<file path="src/rtl/parking_pkg.sv">
// rtl/parking_pkg.sv - shared types for the parking-lot car log
package parking_pkg;

  typedef logic [2:0] hour_t;

  localparam int NUM_HOURS = 8;

  typedef enum logic {
    RECORD = 1'b0,
    SCAN   = 1'b1
  } log_state_t;

endpackage

</file>
<file path="src/rtl/parking_log_entry_bank.sv">
// rtl/parking_log_entry_bank.sv - per-hour saturating entry counters
module entry_bank
  import parking_pkg::*;
#(
  parameter int COUNT_W = 4
) (
  input  logic               clk,
  input  logic               reset,
  input  logic               inc,
  input  hour_t              inc_hour,
  input  logic               clear,
  input  hour_t              rd_hour,
  output logic [COUNT_W-1:0] rd_data
);

  localparam logic [COUNT_W-1:0] COUNT_MAX = '1;

  logic [COUNT_W-1:0] counts [NUM_HOURS];

  always_ff @(posedge clk or posedge reset) begin
    if (reset) begin
      for (int i = 0; i < NUM_HOURS; i++) counts[i] <= '0;
    end else if (clear) begin
      for (int i = 0; i < NUM_HOURS; i++) counts[i] <= '0;
    end else if (inc && counts[inc_hour] != COUNT_MAX) begin
      counts[inc_hour] <= counts[inc_hour] + 1'b1;
    end
  end

  assign rd_data = counts[rd_hour];

endmodule

</file>
<file path="src/rtl/parking_log.sv">
// rtl/parking_log.sv - lot occupancy, per-hour entry log, rush capture and end-of-day scan
module parking_log
  import parking_pkg::*;
#(
  parameter  int CAPACITY = 3,
  parameter  int COUNT_W  = 4,
  parameter  int DWELL    = 4,
  localparam int OCC_W    = $clog2(CAPACITY + 1)
) (
  input  logic               clk,
  input  logic               reset,
  input  logic               enter,
  input  logic               exit,
  input  hour_t              hours,
  input  logic               endDay,
  output logic [OCC_W-1:0]   occupancy,
  output logic               full,
  output logic               empty,
  output logic               scanValid,
  output hour_t              scanHour,
  output logic [COUNT_W-1:0] scanCount,
  output logic               rushStartValid,
  output hour_t              rushStart,
  output logic               rushEndValid,
  output hour_t              rushEnd
);

  localparam int                 DW_W       = (DWELL > 1) ? $clog2(DWELL) : 1;
  localparam logic [DW_W-1:0]    DWELL_LAST = DW_W'(DWELL - 1);
  localparam logic [OCC_W-1:0]   CAP        = OCC_W'(CAPACITY);
  localparam logic [COUNT_W-1:0] COUNT_MAX  = '1;

  log_state_t         state;
  logic [DW_W-1:0]    dwell;
  logic               recording;
  logic               enter_ok;
  logic               exit_ok;
  logic [OCC_W-1:0]   next_occ;
  logic               fills;
  logic               drains;
  hour_t              next_idx;
  logic [COUNT_W-1:0] rd_data;
  logic [COUNT_W-1:0] scan_count_d;
  logic               bank_clear;

  assign recording = (state == RECORD);
  assign enter_ok  = recording && enter && (occupancy != CAP || exit);
  assign exit_ok   = recording && exit && (occupancy != '0 || enter_ok);

  always_comb begin
    next_occ = occupancy;
    if (enter_ok && !exit_ok)      next_occ = occupancy + 1'b1;
    else if (exit_ok && !enter_ok) next_occ = occupancy - 1'b1;
  end

  assign fills  = (next_occ == CAP) && (occupancy != CAP);
  assign drains = (next_occ == '0) && (occupancy != '0);

  always_comb begin
    next_idx = '0;
    if (!recording) next_idx = (dwell == DWELL_LAST) ? scanHour + 1'b1 : scanHour;
  end

  // An enter accepted on the edge that opens the scan lands in the bank on that
  // same edge, so forward it into the first displayed count.
  always_comb begin
    scan_count_d = rd_data;
    if (enter_ok && hours == next_idx && rd_data != COUNT_MAX) scan_count_d = rd_data + 1'b1;
  end

  assign bank_clear = (state == SCAN) && !endDay;

  entry_bank #(
    .COUNT_W (COUNT_W)
  ) u_bank (
    .clk      (clk),
    .reset    (reset),
    .inc      (enter_ok),
    .inc_hour (hours),
    .clear    (bank_clear),
    .rd_hour  (next_idx),
    .rd_data  (rd_data)
  );

  always_ff @(posedge clk or posedge reset) begin
    if (reset) begin
      state          <= RECORD;
      occupancy      <= '0;
      dwell          <= '0;
      scanValid      <= 1'b0;
      scanHour       <= '0;
      scanCount      <= '0;
      rushStartValid <= 1'b0;
      rushStart      <= '0;
      rushEndValid   <= 1'b0;
      rushEnd        <= '0;
    end else begin
      case (state)
        RECORD: begin
          occupancy <= next_occ;
          if (!rushStartValid && fills) begin
            rushStartValid <= 1'b1;
            rushStart      <= hours;
          end
          if (rushStartValid && !rushEndValid && drains) begin
            rushEndValid <= 1'b1;
            rushEnd      <= hours;
          end
          if (endDay) begin
            state     <= SCAN;
            scanValid <= 1'b1;
            scanHour  <= '0;
            scanCount <= scan_count_d;
            dwell     <= '0;
          end
        end
        SCAN: begin
          if (!endDay) begin
            state          <= RECORD;
            occupancy      <= '0;
            dwell          <= '0;
            scanValid      <= 1'b0;
            scanHour       <= '0;
            scanCount      <= '0;
            rushStartValid <= 1'b0;
            rushStart      <= '0;
            rushEndValid   <= 1'b0;
            rushEnd        <= '0;
          end else begin
            scanHour  <= next_idx;
            scanCount <= scan_count_d;
            dwell     <= (dwell == DWELL_LAST) ? '0 : dwell + 1'b1;
          end
        end
        default: state <= RECORD;
      endcase
    end
  end

  assign full  = (occupancy == CAP);
  assign empty = (occupancy == '0);

endmodule
</file>
<file path="config.mk">
export PLATFORM = sky130hd
export DESIGN_NAME = parking_log
export DESIGN_NICKNAME = d
export VERILOG_FILES = /design/src/rtl/parking_pkg.sv /design/src/rtl/parking_log_entry_bank.sv /design/src/rtl/parking_log.sv
export SDC_FILE = /design/constraint.sdc
export NUM_CORES = 1
export LEC_CHECK = 0
export CORE_ASPECT_RATIO = 0.7
export CORE_MARGIN = 10
export CORE_UTILIZATION = 35
export CTS_CLUSTER_DIAMETER = 40
export DETAILED_ROUTE_END_ITERATION = 12
export SLEW_MARGIN = 20
export SYNTH_ARGS = -nofsm -noshare
export SYNTH_HDL_FRONTEND = slang
export SYNTH_SLANG_ARGS = --single-unit
</file>
<file path="constraint.sdc">
create_clock -name clk -period 3.5 [get_ports clk]
set_input_delay 0.7 -clock clk [delete_from_list [all_inputs] [get_ports clk]]
set_output_delay 0.7 -clock clk [all_outputs]
set_load 0.02 [all_outputs]
</file>
# ---- After elaboration in Yosys (flattened, before gate mapping)
# Index checks and enable logic that the tools add are counted.
dict set report totals {
  regBits 53
  in_bits 8
  output_inout_bits 20
  elab_cells 112
}
dict set report op_classes {
  addsub 6
  order_cmp 3
  n_eq_ne 11
  mux 41
  bitwise 3
  n_reduce_logical 30
}
# operator count
set ops {}
lappend ops {{2-to-1 mux 32 bit} 2}
lappend ops {{bitwise mux 32 bit} 1}
lappend ops {{2-to-1 mux 4 bit} 8}
lappend ops {{binary-select mux 4 bit (select 3 bit)} 2}
lappend ops {{2-to-1 mux 3 bit} 7}
lappend ops {{one-hot mux 3 bit (2 select lines)} 3}
lappend ops {{logical AND 1 bit} 16}
lappend ops {{demux 4 bit (select 3 bit)} 1}
lappend ops {{2-to-1 mux 2 bit} 6}
lappend ops {{adder 4 x 1 -> 4 bit, second input constant} 2}
lappend ops {{greater-or-equal comparator 4 bit, second input constant} 2}
lappend ops {{inequality test 4 bit, second input constant} 2}
lappend ops {{NOT 3 -> 4 bit} 2}
lappend ops {{one-hot mux 2 bit (2 select lines)} 2}
lappend ops {{one-hot mux 4 bit (2 select lines)} 1}
lappend ops {{equality test 2 bit, second input constant} 3}
lappend ops {{inequality test 2 bit, second input constant} 3}
lappend ops {{one-hot mux 1 bit (2 select lines)} 3}
lappend ops {{AND reduction 2 bit} 3}
lappend ops {{zero test 1 bit} 5}
lappend ops {{2-to-1 mux 1 bit} 5}
lappend ops {{adder 2 x 1 -> 2 bit, second input constant} 2}
lappend ops {{zero test 2 bit} 2}
lappend ops {{less-than comparator 4 x 1 -> 1 bit, second input constant} 1}
lappend ops {{7 further kinds} 10}

# ---- Depth between registers and ports, before layout
dict set report logic_depth {
  word_depth 13
  ltp_mapped 12
  depth_no_buf 11
}

# ---- By module
# A second synthesis with hierarchy kept.
dict set report unflattened {
  hier_cells 372
  area_unflattened_um2 3643.5
}
# mod n_inst cells_per_inst area_per_inst_um2 seq_area_each_um2
set modules_own_cells {}
lappend modules_own_cells {entry_bank 1 235 2367.3 800.8}
lappend modules_own_cells {parking_log 1 137 1276.2 525.5}

# ---- Worst setup path after synthesis
# Ideal clock, no wire load.
dict set report synth_path {
  path_kind {register -> register}
  startpoint {register scanHour[1]}
  endpoint {register scanCount[0]}
  setup_time_ns 0.122
  arrival_ns 2.808
  t_required_ns 3.378
  path_slack_ns 0.571
  path_stages_with_launch 12
  path_buffers 0
  period_less_slack_ns 2.929
  path_cell_list {dfrtp_1 ha_1 mux2_4 nand2_2 mux2_2 o32a_1 inv_1 ha_1 inv_1 a211oi_1 o21ai_0 a32o_1}
}
dict set report synth_between {
  elab_chain_cells 12
  elab_cells_between_ends 16
  cone_classes {add/sub: 2; eq/ne: 2; mux: 9; bitwise: 1; reduce/logical: 2}
}
# item line
set synth_rtl {}
lappend synth_rtl {{start: declaration} parking_log.sv:20} ;# output hour_t scanHour,
lappend synth_rtl {{start signal: assignment} parking_log.sv:130} ;# scanHour <= next_idx;
lappend synth_rtl {{adder 3 x 1 -> 3 bit} parking_log.sv:61} ;# if (!recording) next_idx = (dwell == DWELL_LAST) ? scanHour + 1'b1 : scanHour;
lappend synth_rtl {{2-to-1 mux 3 bit (*) (2 in a row)} parking_log.sv:61}
lappend synth_rtl {{branches (longest 6 deep; another with adder 4 x 1 -> 4 bit)} n/a}
lappend synth_rtl {{2-to-1 mux 4 bit (*)} parking_log.sv:68} ;# if (enter_ok && hours == next_idx && rd_data != COUNT_MAX) scan_count_d = rd_data + 1'b1;
lappend synth_rtl {{2-to-1 mux 4 bit (on tied branches)} {parking_log.sv:118, parking_log.sv:109}}
lappend synth_rtl {{one-hot mux 4 bit (2 select lines) (*)} parking_log.sv:98} ;# case (state)
lappend synth_rtl {{end signal: assignment} parking_log.sv:113} ;# scanCount <= scan_count_d;
lappend synth_rtl {{end signal: assignment} parking_log.sv:131} ;# scanCount <= scan_count_d;
lappend synth_rtl {{end: declaration} parking_log.sv:21} ;# output logic [COUNT_W-1:0] scanCount,
# Mark *: on every way between the ends. The select of a mux whose other input is x is not followed.
# A chain may end at the register's enable or synchronous reset.

# ---- Worst setup path after layout
dict set report layout_path {
  startpoint {input port hours[2]}
  endpoint {register u_bank.counts[28] (netlist bit)}
}
dict set report layout_between {
  elab_chain_cells 8
  elab_cells_between_ends 16
  cone_classes {add/sub: 1; order compare: 2; eq/ne: 1; mux: 8; bitwise: 1; reduce/logical: 3}
}
# item line
set layout_rtl {}
lappend layout_rtl {{start: declaration} parking_log.sv:14} ;# input hour_t hours,
lappend layout_rtl {{NOT 3 -> 4 bit (not written as such) (*)} {parking_log_entry_bank.sv:25, parking_log_entry_bank.sv:26}}
lappend layout_rtl {{binary-select mux 4 bit (select 3 bit), or another cell as far along} {parking_log_entry_bank.sv:25, parking_log_entry_bank.sv:26}}
lappend layout_rtl {{2-to-1 mux 4 bit (not written as such) / logical AND 1 bit (equally long branches)} {parking_log_entry_bank.sv:25, parking_log_entry_bank.sv:26}}
lappend layout_rtl {{2-to-1 mux 4 bit (on tied branches)} {parking_log_entry_bank.sv:25, parking_log_entry_bank.sv:26}}
lappend layout_rtl {{adder 4 x 1 -> 4 bit / demux 4 bit (select 3 bit) (equally long branches)} parking_log_entry_bank.sv:26} ;# counts[inc_hour] <= counts[inc_hour] + 1'b1;
lappend layout_rtl {{bitwise mux 32 bit} parking_log_entry_bank.sv:26}
lappend layout_rtl {{2-to-1 mux 32 bit} parking_log_entry_bank.sv:25} ;# end else if (inc && counts[inc_hour] != COUNT_MAX) begin
lappend layout_rtl {{2-to-1 mux 32 bit} parking_log_entry_bank.sv:23} ;# end else if (clear) begin
lappend layout_rtl {{end signal: indexed assignment} parking_log_entry_bank.sv:26}
lappend layout_rtl {{end: declaration} parking_log_entry_bank.sv:18} ;# logic [COUNT_W-1:0] counts [NUM_HOURS];
# Every way passes the cells marked *; elsewhere a longest branch is shown, timed or not. The select of a mux whose other input is x is not followed.

==> summary.md <==
| Metric | Value |
|---|---|
| Post-synth top area cell | `dfrtp_1` |
| Ant. Diodes | `0` |
| Row cnt | `29` |
| Final setup fails | `0` |
| Post-detail-place hpwl | `6780 um` |
| Top FF cell, synth | `dfrtp_1` |
| RSZ-0062 raised after global routing | `false` |
| Critical path, cell by cell | `clkdlybuf4s50_1 > mux4_2 > mux2i_1 > clkinv_1 > ha_1 > buf_4 > nor2b_1 > a21oi_1 > buf_4 > mux2i_1 > nor2_1` |
| Crit path max-delay family | `buffers and inverters` |
| M3 GR Usage | `0.0341` |
| 1st-iter DRT viols | `288` |
| GR met1 Demand/Resource | `0.203` |
| # DRC | `0` |
| Vias in the first global route | `2618` |
| Core area | `9140 um2` |
| Worst Hold Class | `register to register` |
| Switching portion of total power | `0.271` |
| Netlist Area Pre-Place | `between 3000 and 4000 um2` |
| Synth top area share | `0.401` |
| Fin util | `0.439` |
| Period utilisation layout | `0.929` |
| Most frequent cell after synthesis | `dfrtp_1` |
| GRT met2 Usage | `0.181` |
| Post-CTS Hold Fix Bufs | `0` |
| Hold Vio Cnt, Final | `0` |
| Power share of the clock group | `0.373` |
| First-pass GRT wire length | `approximately 15000 um` |
| Unique masters post-synth | `55` |
| Antenna violations before repair | `0` |
| Synthesized Nets | `370` |
| Routed len/inst | `17.1 um` |
| DR vias | `2824` |
| Post-Route Skew | `8.50 ps` |
| Share of post-route cells with drive strength above 1 | `0.128` |
| Num CTS Buffers | `5` |
| Pre-CTS WS | `-38.9 ps` |
| Gp weighted congestion | `0.940` |
| CP Buf/Inv Count | `4` |
| Worst endpoint data arrival time | `3430 ps` |
| Startpoint types | `input port` |
| Worst path slowest cell | `clkdlybuf4s50_1` |
| Synth cell count leaders | `53 x dfrtp_1, 45 x nor2_1, 43 x nand2_1` |
| Worst Setup Path Type | `input port to register` |
| Drt total wl | `between 8000 and 9000 um` |
| Sw power | `0.000385 W` |
| Vias per inst | `~5.4` |
| Top Usage Layer GRT | `met1` |
| Number of nets in the layout | `around 410` |
| Total track usage | `0.132` |
| Hold path start | `scanCount[2]$_DFFE_PP0P_` |
| # H-tree levels | `2` |
| Initial core utilization | `0.362` |
| Cells after Synth | `353` |
| Slew @ Worst Pin | `roughly 700 ps` |
| Worst Setup End Kind | `register` |
| Worst-path maximum fanout | `4` |
| Post-CTS Setup Bufs | `0` |
| Async set or reset register ratio after synthesis | `1.00` |
| Max Clk Rate | `about 0.31 GHz` |
| Combinational power share | `0.164` |
| Yosys warnings | `0` |
| VDD IR max | `between 150 and 200 uV` |
| Antenna-violating nets left | `0` |
| Area growth syn-to-layout | `21.4%` |
| Top post-synthesis cells by area | `dfrtp_1 40%, mux2i_1 8.8%, mux4_2 5.4%` |
| CTS root buf | `clkbuf_16` |
| Clock slew at reported path FFs | `70 ps` |
| Synth Register Bits | `53` |
| Power per cell area | `~350 nW/um2` |
| Chip height | `around 100 um` |
| Number of synthesized flops with an enable pin | `0` |
| Die ar. | `13800 um2` |
| Io pins | `28` |
| Worst hold margin | `roughly 500 ps` |
| Max Transition Viols Final | `0` |
| Max Cap Viol | `0` |
| Syn avg cell area | `approximately 9.4 um2` |
| PortBufs | `27` |
| Pre-Repair DR Iteration Count | `5` |
| Grt total ovfl | `0` |
| Reg power frac | `0.462` |
| Worst skew pair latency | `300 ps` |
| Outcome | `finished clean` |
| Post-CTS sizing | `0` |
| Reg-to-Reg Start | `dwell[0]$_DFFE_PP0P_` |
| Seq/Total Area, Yosys | `0.401` |
| Die width | `136 um` |
| Internal | `around 0.0010 W` |
| TritonCTS Sinks | `53` |
| Largest net degree at the start of global routing | `54` |
| Max_slew headroom | `0.534` |
| Worst Setup SP | `hours[2]` |
| TritonCTS clock tree | `built` |
| Critical path's largest stage delay | `590 ps` |
| Post-route setup slack | `249 ps` |
| CTS max path bufs | `2` |
| Final Critical Period | `3250 ps` |
| Worst EP required | `3680 ps` |
| P_leak | `1.86 nW` |
## through the flow
step	std cells	total power, W	TNS [ps]	area [um2]
after global placement	514	0.000899	0	3860
after global routing	522	0.00149	0	4020
after detailed placement	514	0.000903	-102	3860
after CTS	522	0.00143	0	4020
after floorplan	353	0.000806	0	3310
final	522	0.00142	0	4020
## registers in the layout, indices dropped and copies added (netlist names)
signal          count
u_bank.counts      32
scanCount           4
rushEnd             3
rushStart           3
scanHour            3
dwell               2
occupancy           2
rushEndValid        1
rushStartValid      1
scanValid           1
state               1
## area by class of cell
class / count / area [um2]
inverters: 15 / 56.3
well taps: 124 / 155
clock buffers: 7 / 153
fillers: 918 / 5130
multi-input cells: 269 / 1860
flip-flops and latches: 53 / 1330
repair buffers: 53 / 465
clock inverters: 1 / 5.00
## power groups by stage
stage | Sequential, W | Clock, W | Combinational (W)
final | 0.000657 | 0.000531 | 0.000234
after global routing | 0.000661 | 0.000571 | 0.000257
after CTS | 0.000657 | 0.000542 | 0.000235
after detailed placement | 0.000669 | 0 | 0.000234
after global placement | 0.000669 | 0 | 0.000231
after floorplan | 0.000682 | 0 | 0.000124
## placed cells by master (no fill, tap or decap), types with 6 or more instances in the layout
cell type	n
ha_1	9
nand2_1	43
o21ai_0	17
mux2i_1	29
mux4_2	8
nor2_1	45
buf_4	26
nor2b_1	6
nand2b_1	8
dfrtp_1	53
inv_1	12
clkdlybuf4s50_1	27
a21oi_1	19
a22oi_1	8
## worst reg2reg max path, cell delays in order, from the launching register on
cell and delay (ps):
dfrtp_1 400, ha_1 260, buf_4 210, xnor2_1 490, mux2i_1 150, mux2_2 280
o32a_1 230, inv_1 80, ha_1 160, inv_1 60, a211oi_1 270, o21ai_0 130
a32o_1 260
## cells by family after synthesis
group	share of synthesized area
and+or+nand+nor	0.175
AOI/OAI and AO/OA	0.177
DFF	0.401
muxes	0.157
buffers and inverters	0.0382
adders and majority gates	0.0340
xor gates and xnor gates	0.0178
## worst paths after layout
check,depth (start not counted),slack [ps],endpoint
min,1,500,scanCount[2]$_DFFE_PP0P_
max reg2reg,12,410,scanCount[0]$_DFFE_PP0P_
max,11,250,u_bank.counts[28]$_DFFE_PP0P_
min in group asynchronous,3,900,u_bank.counts[11]$_DFFE_PP0P_
min reg2reg,1,500,scanCount[2]$_DFFE_PP0P_
max in group asynchronous,3,2120,scanCount[2]$_DFFE_PP0P_
## routing by layer
layer  part of all wire  wire length [um]  vias to the layer above
met3              0.067               597                        5
met5                  0                 0                        -
met2               0.40              3590                       89
li1                   -                 -                     1361
met4             0.0057                51                        0
met1               0.53              4690                     1369
(Power assumes the default switching activity.)
